$ cat src/rtl/pipeline_ctrl.sv
// Stall/flush controller: zero-cycle request->stall/flush; only FSM, watchdog and counter are registered.
// Backpressure: MEM wait freezes PC..MEM, EX busy freezes PC..EX, load-use freezes PC..ID; memory timeout freezes all until reset.
module pipeline_ctrl #(
    parameter int MEM_TIMEOUT = 256,
    parameter int CNT_W       = 32
) (
    input  logic             clk,
    input  logic             rst,
    input  logic             id_stallreq,
    input  logic             ex_stallreq,
    input  logic             mem_req,
    input  logic             mem_ack,
    input  logic             ex_branch_taken,
    input  logic [31:0]      ex_branch_target,
    output logic [5:0]       stall,
    output logic             flush,
    output logic [31:0]      flush_pc,
    output logic             mem_err,
    output logic [CNT_W-1:0] stall_cycles
);

    localparam int WC_W = (MEM_TIMEOUT > 2) ? $clog2(MEM_TIMEOUT) : 1;
    localparam logic [WC_W-1:0] WAIT_LAST = WC_W'(MEM_TIMEOUT - 1);

    typedef enum logic [1:0] {IDLE, MEM_WAIT, MEM_ERR} state_t;

    state_t           state_q;
    logic [WC_W-1:0]  wait_cnt_q;
    logic             mem_err_q;
    logic [CNT_W-1:0] stall_cycles_q;
    logic [CNT_W-1:0] stall_cycles_d;
    logic             mem_stall;

    always_comb begin
        mem_stall = 1'b0;
        case (state_q)
            IDLE:     mem_stall = mem_req & ~mem_ack;
            MEM_WAIT: mem_stall = ~mem_ack;
            default:  mem_stall = 1'b0;
        endcase
    end

    // Gating with rst makes the outputs drop the instant reset is asserted, whatever the inputs hold.
    always_comb begin
        stall = 6'b000000;
        if (rst)
            stall = 6'b000000;
        else if (state_q == MEM_ERR)
            stall = 6'b111111;
        else if (mem_stall)
            stall = 6'b011111;
        else if (ex_stallreq)
            stall = 6'b001111;
        else if (ex_branch_taken)
            stall = 6'b000000;
        else if (id_stallreq)
            stall = 6'b000111;
    end

    assign flush    = ~rst & ex_branch_taken & ~mem_stall & ~ex_stallreq & (state_q != MEM_ERR);
    assign flush_pc = flush ? ex_branch_target : 32'h0;

    always_comb begin
        stall_cycles_d = stall_cycles_q;
        if ((stall != 6'b000000) && (stall_cycles_q != {CNT_W{1'b1}}))
            stall_cycles_d = stall_cycles_q + 1'b1;
    end

    always_ff @(posedge clk or posedge rst) begin
        if (rst) begin
            state_q        <= IDLE;
            wait_cnt_q     <= '0;
            mem_err_q      <= 1'b0;
            stall_cycles_q <= '0;
        end else begin
            stall_cycles_q <= stall_cycles_d;
            case (state_q)
                IDLE: begin
                    if (mem_req && !mem_ack) begin
                        state_q    <= MEM_WAIT;
                        wait_cnt_q <= '0;
                    end
                end
                MEM_WAIT: begin
                    // A late ack beats the watchdog in the same cycle.
                    if (mem_ack) begin
                        state_q    <= IDLE;
                        wait_cnt_q <= '0;
                    end else if (wait_cnt_q == WAIT_LAST) begin
                        state_q   <= MEM_ERR;
                        mem_err_q <= 1'b1;
                    end else begin
                        wait_cnt_q <= wait_cnt_q + 1'b1;
                    end
                end
                MEM_ERR: mem_err_q <= 1'b1;
                default: state_q <= IDLE;
            endcase
        end
    end

    assign mem_err      = mem_err_q;
    assign stall_cycles = stall_cycles_q;

endmodule

$ cat config.mk
export PLATFORM = sky130hd
export DESIGN_NAME = pipeline_ctrl
export DESIGN_NICKNAME = d
export VERILOG_FILES = /design/src/rtl/pipeline_ctrl.sv
export SDC_FILE = /design/constraint.sdc
export NUM_CORES = 1
export LEC_CHECK = 0
export BUFFER_PORTS_ARGS = -buffer_cell sky130_fd_sc_hd__buf_2
export CORE_MARGIN = 4
export CORE_UTILIZATION = 45
export CTS_CLUSTER_DIAMETER = 120
export DETAILED_ROUTE_END_ITERATION = 8
export HOLD_SLACK_MARGIN = 0.12
export PLACE_DENSITY_LB_ADDON = 0.08
export SYNTH_ARGS = -nofsm -noshare
export SYNTH_HDL_FRONTEND = slang
export SYNTH_SLANG_ARGS = --single-unit
$ cat constraint.sdc
create_clock -name clk -period 3.7 [get_ports clk]
set_input_delay 0.555 -clock clk [delete_from_list [all_inputs] [get_ports clk]]
set_output_delay 0.555 -clock clk [all_outputs]
set_load 0.01 [all_outputs]
# --- Word-level counts from Yosys, hierarchy flattened ---
# Cells that the tools add are included.
op_classes:
  addsub: 2
  eq_ne: 10
  mux: 19
  n_bitwise: 10
  n_reduce_logical: 10
op_table:
  columns: ["cell", "n"]
  rows:
  - ["adder 32 x 1 -> 32 bit, second input constant", 1]
  - ["2-to-1 mux 32 bit", 1]
  - ["!= test 32 bit, second input constant", 1]
  - ["2-to-1 mux 8 bit", 3]
  - ["one-hot mux 8 bit (2 select lines)", 1]
  - ["2-to-1 mux 6 bit", 2]
  - ["AND reduction 3 bit", 3]
  - ["adder 8 x 1 -> 8 bit, second input constant", 1]
  - ["== test 8 bit, second input constant", 1]
  - ["!= test 2 bit, second input constant", 4]
  - ["2-to-1 mux 2 bit", 3]
  - ["2-to-1 mux 3 bit", 2]
  - ["!= test 3 bit, second input constant", 2]
  - ["one-hot mux 2 bit (3 select lines)", 1]
  - ["nonzero test 6 bit", 1]
  - ["AND 1 bit", 5]
  - ["2-to-1 mux 5 bit", 1]
  - ["NOT 1 bit", 5]
  - ["2-to-1 mux 4 bit", 1]
  - ["one-hot mux 1 bit (2 select lines)", 2]
  - ["nonzero test 2 bit", 2]
  - ["== test 2 x 1 -> 1 bit, second input constant", 1]
  - ["== test 2 bit, second input constant", 1]
  - ["logical AND 1 bit", 2]
  - ["other kinds (3)", 4]
totals:
  reg_bits: 43
  inputBits: 39
  output_inout_bits: 72
  word_cells: 55

# --- Longest topological paths before layout ---
depth:
  word_depth: 8
  mapped_depth: 8
  depth_no_buf: 6

# --- Worst setup path after synthesis ---
# Ideal clock, no wire load.
synth_path:
  path_kind: "input-to-output"
  from: "in rst"
  to: "out flush_pc[22]"
  arrival_time_ps: 2587
  t_required_ps: 3145
  slack_ps: 558
  path_stages: 5
  n_path_buf: 2
  cell_sequence: "clkbuf_1 -> inv_1 -> and4_1 -> clkbuf_1 -> and2_1"
synth_via:
  elab_chain_cells: 6
synth_lines:
  columns: ["element", "line", "source"]
  rows:
  - ["start, declared", "8", "input logic rst,"]
  - ["NOT 1 bit", "60", "assign flush = ~rst & ex_branch_taken & ~mem_stall & ~ex_stallreq & (state_q != MEM_ERR);"]
  - ["AND 1 bit (4 in series)", "60", null]
  - ["named net flush", "16", "output logic flush,"]
  - ["2-to-1 mux 32 bit", "61", "assign flush_pc = flush ? ex_branch_target : 32'h0;"]
  - ["end, declared", "17", "output logic [31:0] flush_pc,"]
# The timed path passes the listed nets, and every way through them passes these cells.

# --- Worst setup path in the final report ---
layout_path:
  from: "reg state_q[0]"
  to: "out flush_pc[2]"
layout_via:
  elab_chain_cells: 7
  elab_cells_between_ends: 9
  cone_classes: "2 x eq/ne; 2 x mux; 4 x bitwise; 1 x reduce/logical"
layout_lines:
  columns: ["element", "line", "source"]
  rows:
  - ["start, declared", "27", "state_t state_q;"]
  - ["start signal, assigned", "71", "state_q <= IDLE;"]
  - ["start signal, assigned", "80", "state_q <= MEM_WAIT;"]
  - ["start signal, assigned", "87", "state_q <= IDLE;"]
  - ["== test 2 x 1 -> 1 bit or logical NOT 2 bit (tied branches)", "36", "case (state_q)"]
  - ["one-hot mux 1 bit (2 select lines)", "36", null]
  - ["NOT 1 bit", "60", null]
  - ["AND 1 bit (2 in series)", "60", null]
  - ["AND 1 bit *", "60", null]
  - ["2-to-1 mux 32 bit *", "61", null]
# Mark *: on every way between the ends. The rest lies on a longest branch, timed or not.

==> impl_results.md <==
- GP Congestion: 0.813
- Max-slew headroom: 42.0%
- Area of the multi-input gates: 1350 um2
- Post-Syn Area: 2530 um2
- Fmax: 353 MHz
- PwrDens: 358 nW/um2
- Synth warn: 0
- Fillers: 492
- End point of the critical path: flush_pc[2]
- Minimum clock period: 2830 ps
- Die width: 83.0 um
- N_diodes: 0
- Antenna viol nets, final: 0
- Sink Count: 43
- Fin. max-slew vios: 0
- Seq. cell area: 1080 um2
- Synth top area cells: dfrtp_1 43%, xnor2_1 9.7%, and2_1 8.7%
- Sw Share: 28.2%
- R2R setup slack: 1040 ps
- CP peak stage delay: 720 ps
- Core Box Area: 5470 um2
- Sequential fraction of design power: 48.7%
- Crit path max fanout: 33
- Crit Path Class: reg2out
- Crit-path leading delay family: simple AND/OR/NAND/NOR gates
- Tcrit/Tclk final: 76.6%
- Final nets: 415
- Vias in the first global route: 2260
- RSZ-0062 raised after global routing: no
- Final setup violation count: 0
- # Max-Cap Violations: 0
- FFs w/ async S/R, synth: 100%
- Clock Tree Buf Depth: 2
- R2R Path End: stall_cycles[1]
- Slew @ Worst Pin: 868 ps
- GRT Residual Overflow: 0
- Highest metal used: met4
- Sequential area share after synthesis: 42.5%
- Clk_lat worst skew: 300 ps
- Worst-path clk slew: 80 ps
- PostCTS Resize Cnt: 0
- Critical Path Stages: 5
- Synthesized instance count: 269
- Critical path capture point type: output pin
- Synth top area share: 42.5%
- Worst reg2reg path depth: 6
- Fin Clk Skew: 8.84 ps
- H-tree depth: 2
- Top cells by count, synth: 43 x dfrtp_1, 35 x and2_1, 28 x xnor2_1, 21 x nand2_1, 20 x nand4_1
- CP required: 3140 ps
- GR Util All Layers: 19.0%
- Cts bufs inserted: 5
- Setup tns final: 0 ps
- Post-synth EDFFs: 0
- PortBufs: 110
- Average cell area after synthesis: 9.40 um2
- Vias/cell: 5.21
- Clk root buf: clkbuf_8
- Layout area overhead: 27.0%
- Most numerous cell in the Yosys netlist: dfrtp_1
- Layout cells sized above 1: 34.4%
- Initial Utilization: 46.2%
- Reg-to-Reg Start: stall_cycles[0]
- Largest net degree at the start of global routing: 45
- Number of distinct library cells after synthesis: 41
- DR DRC count: 0
- Combinational share of power: 18.1%
- Leading area contributor after synthesis: dfrtp_1
- Fin. Hold Viols: 0
- Status: completed
- Clock Power Share: 33.2%
- Row cnt: 27
- Routed len/inst: 14.6 um
- Met2 wire len: 2980 um
- Postcts setup bufs: 0
- Die Ht: 83.0 um
- Worst Hold Class: reg2reg
- Synth Register Bits: 43
- DR vias: 2328
- 1st-iter DRT viols: 138
- IR drop worst, VDD: 0.000201 V
- Dominant synthesized flop cell: dfrtp_1
- DR WL met3: 393 um
- Hold bufs inserted after CTS: 0
- Die area: 6890 um2
- TritonCTS clock tree: done
- Metal-1 WL: 3000 um
- Post-detail-place hpwl: 4890 um
- Crit-path cells: or2_1, nand2_1, and4_1, and2_1, buf_2
- Leak pwr: 1.59 nW
- Power Internal: 825 uW
- Routed WL: 6510 um
- Antenna violations before repair: 0
- Critical Path Start: state_q[0]
- Post-Syn Nets: 310
- First-pass GRT wire length: 11000 um
- Data arrival, critical path: 2280 ps
- Initial DRT Pass Iterations: 4
- Worst path bufs/invs: 1
- NetSw: 324 uW
- Post-route core utilization: 58.7%
- Setup crit start kind: flop
- # IOs: 111
- CP max stage cell: and4_1
==> layout by cell type (no fill, tap or decap), types with 5 or more instances in the layout <==
cell      netlist  routed
xor2_1          5       5
xnor2_1        28      28
and2_1         35      35
buf_2           1     110
clkbuf_8        0       6
nand4_1        20      20
nor2_1         19      19
nor3_1          5       5
a21oi_1         7       7
nor4_1          5       5
nand2_1        21      21
dfrtp_1        43      43
nand3_1        16      16
and3_1          5       5
==> logic make-up (layout without fill, tap and decap cells) <==
group,after synthesis,after routing,share of synthesized area [%]
XOR/XNOR,33,33,11.4
multiplexers,4,4,1.73
adder cells (fa/ha/maj),2,2,0.989
AO/OA/AOI/OAI,19,19,5.29
AND/OR/NAND/NOR,150,150,34.0
buffers and inverters,18,124,4.05
flip-flops,43,43,42.5
==> power by group through the flow <==
stage / clock network [mW] / logic, mW / registers, mW
floorplan: 0 / 0.116 / 0.576
global placement: 0 / 0.208 / 0.569
detailed placement: 0 / 0.211 / 0.569
CTS: 0.390 / 0.211 / 0.561
global route: 0.409 / 0.236 / 0.569
finish: 0.382 / 0.208 / 0.560
==> state kept, by name, indices dropped and copies added (netlist names) <==
signal / count
mem_err: 1
state_q: 2
wait_cnt_q: 8
stall_cycles: 32
==> worst min path at each step <==
stage	end	slack, ps	startpoint	cells after the start
6_report	wait_cnt_q[7]	490	wait_cnt_q[7]	1
5_1_grt	wait_cnt_q[7]	500	wait_cnt_q[7]	1
4_1_cts	wait_cnt_q[7]	490	wait_cnt_q[7]	1
3_5_place_dp	wait_cnt_q[7]	480	wait_cnt_q[7]	1
3_3_place_gp	mem_err	450	mem_err	1
2_1_floorplan	wait_cnt_q[7]	450	wait_cnt_q[7]	1
==> routing by layer <==
| metal | global-route usage [%] | up-vias |
|---|---|---|
| met5 | 0 | - |
| met4 | 6.69 | 0 |
| met3 | 4.17 | 12 |
| met2 | 28.9 | 72 |
| met1 | 26.6 | 1102 |
| li1 | - | 1142 |
==> area by class of cell <==
cell class,count,share of cell area (%)
repair buffers,111,17.4
well taps,72,2.80
flip-flops and latches,43,33.5
inverters,5,0.584
clock inverters,2,1.09
multi-input cells,208,42.1
clock buffers,6,2.57
==> stage by stage <==
stage	hold slack, ps	cells	setup slack, ps	total power, mW	instance area, um2
after detailed placement	479	439	1060	0.780	3090
after CTS	489	447	882	1.16	3210
after global routing	504	447	655	1.21	3210
after floorplan	450	269	558	0.692	2530
after global placement	448	439	1070	0.777	3090
final	488	447	867	1.15	3210
No activity file was read; power rests on OpenSTA's default activity.
